[src/rtl/fp_alu_pkg.sv]
// Shared definitions for the floating ALU: operand width, sqrt flag layout
// and the sqrt scheduler state encoding.
package fp_alu_pkg;

  localparam int FP_W    = 32;
  localparam int FLG_W   = 3;
  localparam int FLG_OVF = 0;
  localparam int FLG_UNF = 1;
  localparam int FLG_EXC = 2;

  typedef enum logic [1:0] {
    ST_IDLE  = 2'd0,
    ST_ISSUE = 2'd1,
    ST_WAIT  = 2'd2,
    ST_DONE  = 2'd3
  } sq_state_e;

  // Latency counter must hold SQRT_LAT-1 and never collapse to zero width.
  function automatic int cnt_width(input int lat);
    return (lat > 1) ? $clog2(lat) : 1;
  endfunction

endpackage

[src/rtl/rr_arbiter.sv]
// Combinational round-robin arbiter: grants the first asserted request at or
// after rr_ptr, wrapping modulo N_REQ.
module rr_arbiter #(
  parameter int N_REQ = 4,
  parameter int ID_W  = $clog2(N_REQ)
) (
  input  logic [N_REQ-1:0] req,
  input  logic [ID_W-1:0]  rr_ptr,
  output logic [N_REQ-1:0] grant,
  output logic [ID_W-1:0]  grant_id,
  output logic             grant_vld
);

  logic [ID_W:0]   sum;
  logic [ID_W-1:0] idx;

  always_comb begin
    grant     = '0;
    grant_id  = '0;
    grant_vld = 1'b0;
    sum       = '0;
    idx       = '0;
    for (int i = 0; i < N_REQ; i++) begin
      // rr_ptr < N_REQ, so a single conditional subtract performs the modulo.
      sum = {1'b0, rr_ptr} + (ID_W+1)'(i);
      if (sum >= (ID_W+1)'(N_REQ)) begin
        sum = sum - (ID_W+1)'(N_REQ);
      end
      idx = sum[ID_W-1:0];
      if (!grant_vld && req[idx]) begin
        grant[idx] = 1'b1;
        grant_id   = idx;
        grant_vld  = 1'b1;
      end
    end
  end

endmodule

[src/rtl/fsqrt_rr_scheduler.sv]
// Shares one multi-cycle F_Sqrt unit among N_REQ requesters: round-robin issue,
// fixed-latency EN window, result capture and a one-cycle response pulse.
module fsqrt_rr_scheduler
  import fp_alu_pkg::*;
#(
  parameter int N_REQ    = 4,
  parameter int SQRT_LAT = 4,
  parameter int ID_W     = $clog2(N_REQ)
) (
  input  logic                  CLK,
  input  logic                  RST,
  input  logic [N_REQ-1:0]      req_valid,
  input  logic [N_REQ*FP_W-1:0] req_data,
  output logic [N_REQ-1:0]      req_ready,
  output logic [N_REQ-1:0]      rsp_valid,
  output logic [FP_W-1:0]       rsp_data,
  output logic [FLG_W-1:0]      rsp_flags,
  output logic                  busy,
  output logic                  sq_en,
  output logic [FP_W-1:0]       sq_a,
  input  logic [FP_W-1:0]       sq_result,
  input  logic                  sq_ovf,
  input  logic                  sq_unf,
  input  logic                  sq_exc
);

  localparam int CNT_W = cnt_width(SQRT_LAT);

  sq_state_e        state_q, state_d;
  logic [ID_W-1:0]  rr_ptr_q, rr_ptr_d;
  logic [ID_W-1:0]  owner_q, owner_d;
  logic [CNT_W-1:0] cnt_q, cnt_d;
  logic [FP_W-1:0]  sq_a_q, sq_a_d;
  logic [FP_W-1:0]  rsp_data_q, rsp_data_d;
  logic [FLG_W-1:0] rsp_flags_q, rsp_flags_d;
  logic             sq_en_q, sq_en_d;
  logic [N_REQ-1:0] rsp_valid_q, rsp_valid_d;

  logic [N_REQ-1:0] grant;
  logic [ID_W-1:0]  grant_id;
  logic             grant_vld;

  rr_arbiter #(
    .N_REQ (N_REQ),
    .ID_W  (ID_W)
  ) u_arb (
    .req       (req_valid),
    .rr_ptr    (rr_ptr_q),
    .grant     (grant),
    .grant_id  (grant_id),
    .grant_vld (grant_vld)
  );

  // Ready is combinational, but must also read zero while reset is held.
  assign req_ready = (state_q == ST_IDLE && !RST) ? grant : '0;
  assign busy      = (state_q != ST_IDLE);
  assign rsp_valid = rsp_valid_q;
  assign rsp_data  = rsp_data_q;
  assign rsp_flags = rsp_flags_q;
  assign sq_en     = sq_en_q;
  assign sq_a      = sq_a_q;

  always_comb begin
    state_d     = state_q;
    rr_ptr_d    = rr_ptr_q;
    owner_d     = owner_q;
    cnt_d       = cnt_q;
    sq_a_d      = sq_a_q;
    rsp_data_d  = rsp_data_q;
    rsp_flags_d = rsp_flags_q;
    sq_en_d     = sq_en_q;
    rsp_valid_d = '0;
    unique case (state_q)
      ST_IDLE: begin
        if (grant_vld) begin
          owner_d = grant_id;
          sq_en_d = 1'b1;
          state_d = ST_ISSUE;
          for (int i = 0; i < N_REQ; i++) begin
            if (grant[i]) begin
              sq_a_d = req_data[i*FP_W +: FP_W];
            end
          end
        end
      end
      ST_ISSUE: begin
        cnt_d   = CNT_W'(SQRT_LAT - 1);
        state_d = ST_WAIT;
      end
      ST_WAIT: begin
        if (cnt_q == '0) begin
          rsp_data_d           = sq_result;
          rsp_flags_d[FLG_OVF] = sq_ovf;
          rsp_flags_d[FLG_UNF] = sq_unf;
          rsp_flags_d[FLG_EXC] = sq_exc;
          sq_en_d              = 1'b0;
          rsp_valid_d          = N_REQ'(1) << owner_q;
          state_d              = ST_DONE;
        end else begin
          cnt_d = cnt_q - 1'b1;
        end
      end
      ST_DONE: begin
        rr_ptr_d = (owner_q == ID_W'(N_REQ - 1)) ? '0 : owner_q + 1'b1;
        state_d  = ST_IDLE;
      end
      default: state_d = ST_IDLE;
    endcase
  end

  always_ff @(posedge CLK or posedge RST) begin
    if (RST) begin
      state_q     <= ST_IDLE;
      rr_ptr_q    <= '0;
      owner_q     <= '0;
      cnt_q       <= '0;
      sq_a_q      <= '0;
      rsp_data_q  <= '0;
      rsp_flags_q <= '0;
      sq_en_q     <= 1'b0;
      rsp_valid_q <= '0;
    end else begin
      state_q     <= state_d;
      rr_ptr_q    <= rr_ptr_d;
      owner_q     <= owner_d;
      cnt_q       <= cnt_d;
      sq_a_q      <= sq_a_d;
      rsp_data_q  <= rsp_data_d;
      rsp_flags_q <= rsp_flags_d;
      sq_en_q     <= sq_en_d;
      rsp_valid_q <= rsp_valid_d;
    end
  end

endmodule

[config.mk]
export PLATFORM = sky130hd
export DESIGN_NAME = fsqrt_rr_scheduler
export DESIGN_NICKNAME = d
export VERILOG_FILES = /design/src/rtl/fp_alu_pkg.sv /design/src/rtl/rr_arbiter.sv /design/src/rtl/fsqrt_rr_scheduler.sv
export SDC_FILE = /design/constraint.sdc
export NUM_CORES = 1
export LEC_CHECK = 0
export ABC_AREA = 1
export CAP_MARGIN = 5
export CORE_ASPECT_RATIO = 1.75
export CORE_MARGIN = 2
export CORE_UTILIZATION = 38
export CTS_BUF_LIST = sky130_fd_sc_hd__clkbuf_2 sky130_fd_sc_hd__clkbuf_4 sky130_fd_sc_hd__clkbuf_8
export DETAILED_ROUTE_END_ITERATION = 16
export MAX_ROUTING_LAYER = met4
export PLACE_DENSITY = 0.79
export SYNTH_ARGS = -nofsm -noshare
export SYNTH_HDL_FRONTEND = slang
export SYNTH_SLANG_ARGS = --single-unit
[constraint.sdc]
create_clock -name CLK -period 3.25 [get_ports CLK]
set_clock_uncertainty 0.15 [all_clocks]
set_input_delay 0.975 -clock CLK [delete_from_list [all_inputs] [get_ports CLK]]
set_output_delay 0.975 -clock CLK [all_outputs]
set_load 0.05 [all_outputs]
==> impl_metrics.tcl <==
set metrics [dict create \
    fin_util_pct 63.99 \
    drt_iter0_drc 193 \
    hold_buffers 0 \
    layout_min_cycle_time_ns 3.209 \
    critical_path.cell_chain "buf_8, inv_4, nand2_4, nand3_4, nand2_8, buf_6, nand2_2, nand2_2, nor2_4, nand2_4, nand2_4, clkinvlp_4, buf_12" \
    design_area_sq_um 8279 \
    crit_family "simple AND/OR/NAND/NOR gates" \
    clock_sinks 80 \
    power_density_nw_per_um2 1187 \
    period_share_pct 98.73 \
    ctsLongestPathBuffers 2 \
    die_h_um 156.0 \
    worstSetupPathType "primary input to primary output" \
    p_clk_share_pct 8.2 \
    total_power_w 0.009830 \
    clk_pin_slew_ns 0.09 \
    p_sw_share_pct 53.70 \
    tightestPinTransition_ns 0.6592 \
    syn_area_sq_um 5019 \
    die_area_sq_um 14180 \
    seqPwrFrac_pct 17.8 \
    rows 55 \
    rsz0062_at_grt "true" \
    finalSetupTns_ns 0 \
    synth_area_leaders "dfrtp_1 40%, nand2_1 15%, nand3_1 11%, inv_1 9.4%, mux2_2 7.9%" \
    ys_types 28 \
    cts_tree "done" \
    drtPass1Iterations 5 \
    grt_usage_pct 24.65 \
    fmax_mhz 311.7 \
    synthFlopType "dfrtp_1" \
    path_max_fanout 4 \
    ys_ff_latch 80 \
    finalSetupViolCount 0 \
    final_antenna_net_count 0 \
    synth-async-reset-ratio_pct 100.0 \
    vias 5325 \
    initial_core_util_pct 38.79 \
    cpMostUsedCell "nand2_4" \
    start_kind "primary input" \
    gp_congestion 0.9076 \
    hold_path.class "flop to flop" \
    power_frac_comb_pct 74.0 \
    grt_pass1_wl_um 26680 \
    r2r_slack_ns 0.39 \
    maxSlewViolCount 0 \
    postSynthCellCount 677 \
    yosys_warnings 0 \
    n_antenna_cell 0 \
    slowest_delay_ns 0.15 \
    die_w_um 90.87 \
    cp.arrival_ns 2.08 \
    leakage_nw 4.109 \
    clockRootBuffer "clkbuf_8" \
    max_slew_margin_pct 56.05 \
    yosysTopAreaCellShare_pct 39.89 \
    syn_to_final_growth_pct 64.97 \
    yosysSeqAreaShare_pct 39.89 \
    drv_cap 0 \
    p_int_w 0.004552 \
    route.detailed.wl_per_inst_um 15.34 \
    ir_worst_vdd_mv 0.7857 \
    drcViolationCount 0 \
    drive_above_1_share_pct 16.60 \
    power_switching_w 0.005279 \
    num-nets-final 1120 \
    numCtsBuffers 9 \
    grt_max_degree 81 \
    grt-ovfl-total 0 \
    synthesis.nets 862 \
    syn_area_per_cell_sq_um 7.413 \
    insertion_delay_ns 0.35 \
    critPathSlowestCell "buf_12" \
    path_buf_inv 5 \
    antenna_found_initial 0 \
    post_drt_via_cell_ratio 4.793 \
    place_hpwl_um 12630 \
    synth_edf_count 0 \
    placedInstanceArea_sq_um 7875 \
    status "completed" \
    critPathCaptureType "primary output" \
    yosysTopAreaCell "dfrtp_1" \
    hold_viol_final 0 \
    grt_pass1_vias 5233 \
    htreeDepth 3 \
    placement.io_buffers 245 \
    routed_wl_um 17040 \
    ios 246 \
    required_ns 2.12 \
    coreArea_sq_um 12940 \
]
==> cell type report <==
type | instances | area [sq um]
flip-flops and latches | 80 | 2003
multi-input cells | 435 | 2517
clock buffers | 10 | 137.6
inverters | 130 | 508.0
repair buffers | 279 | 2824
clock inverters | 6 | 75.07
well taps | 171 | 214.0
fillers | 1150 | 4658
==> sequential cells by signal, indices dropped and copies added, names as in the netlist <==
signal	flops
state_q	2
rr_ptr_q	2
cnt_q	2
owner_q	2
rsp_valid	4
rsp_data	32
sq_a	32
sq_en	1
rsp_flags	3
==> layer usage <==
| layer | global-route usage [%] | wire length, um | vias to the layer above |
|---|---|---|---|
| li1 | - | - | 2618 |
| met1 | 26.71 | 6359 | 2499 |
| met2 | 43.18 | 9056 | 165 |
| met3 | 4.831 | 859 | 43 |
| met4 | 11.76 | 767 | 0 |
| met5 | - | 0 | - |
==> placed cells by master, fill, tap and decap left out, drive strengths merged <==
cell,synthesis,layout
o21ai,9,9
clkinvlp,0,5
buf,24,42
ha,16,16
mux2,35,35
o311ai,1,1
dfrtp,80,80
nand2,202,202
clkbuf,8,10
nor2,15,15
inv,130,129
nand4,4,4
clkinv,0,1
o2111ai,1,1
nand3,113,113
a21oi,37,37
bufinv,0,1
dlygate4sd2,0,1
a22oi,1,1
o21a,1,1
clkdlybuf4s50,0,236
==> Yosys cell counts, types with 2 or more instances <==
cell type and n:
nand3_1 109, buf_1 3, buf_4 3, o21ai_0 9
clkbuf_1 8, a21oi_1 35, inv_2 4, nand2_2 6
nand4_1 3, nor2_1 10, nand2_1 194, mux2_2 35
nor2_4 3, inv_1 126, nand3_2 4, nand2_4 2
dfrtp_1 80, buf_2 18, ha_1 16
==> per-stage QoR <==
step	cells	setup WS, ns	hold slack [ns]
2_1_floorplan	677	-0.05286	0.3091
3_3_place_gp	1085	-0.4910	0.3118
3_5_place_dp	1085	-0.5080	0.3143
4_1_cts	1105	0.01313	0.3389
5_1_grt	1111	-0.03029	0.3509
6_report	1111	0.04141	0.3332
==> worst paths after layout <==
check	start	endpoint	cells past startpoint
max	req_valid[0]	req_ready[1]	13
min	sq_a[23]$_DFFE_PP0P_	sq_a[23]$_DFFE_PP0P_	2
max reg2reg	rr_ptr_q[0]$_DFFE_PP0N_	sq_a[16]$_DFFE_PP0P_	14
min reg2reg	sq_a[23]$_DFFE_PP0P_	sq_a[23]$_DFFE_PP0P_	2
max in group asynchronous	RST	rr_ptr_q[0]$_DFFE_PP0N_	3
min in group asynchronous	RST	sq_a[19]$_DFFE_PP0P_	3
==> kinds of logic after synthesis <==
family	share of synthesized area [%]
buffers and inverters	12.79
AO/OA/AOI/OAI	5.535
AND/OR/NAND/NOR	29.94
multiplexers	7.853
flip-flops	39.89
adder cells (fa/ha/maj)	3.989
==> power groups by stage <==
| stage | Clock, W | Sequential (W) | Combinational (W) |
|---|---|---|---|
| after floorplan | 0 | 0.00325 | 0.00330 |
| after global placement | 0 | 0.00174 | 0.00691 |
| after detailed placement | 0 | 0.00176 | 0.00700 |
| after CTS | 0.000832 | 0.00175 | 0.00719 |
| after global routing | 0.000873 | 0.00181 | 0.00786 |
| final | 0.000807 | 0.00175 | 0.00728 |
==> repair_timing <==
action,CTS,global route
buffers inserted,4,6
pin swaps,15,20
endpoints found under the setup margin,37,4
resized for setup,38,18
==> worst reg2reg max path: stages, from the launching register on <==
cell and delay [ns]:
dfrtp_2 0.42, inv_2 0.08, buf_4 0.18, nand2_2 0.07, nand2_1 0.08, nand2_1 0.06, nand2_1 0.18, nand4_1 0.14
nand3_2 0.13, buf_4 0.54, nor2_2 0.16, a21oi_4 0.25, buf_12 0.19, nand3_1 0.09, nand2_1 0.07
(Power assumes the default switching activity.)
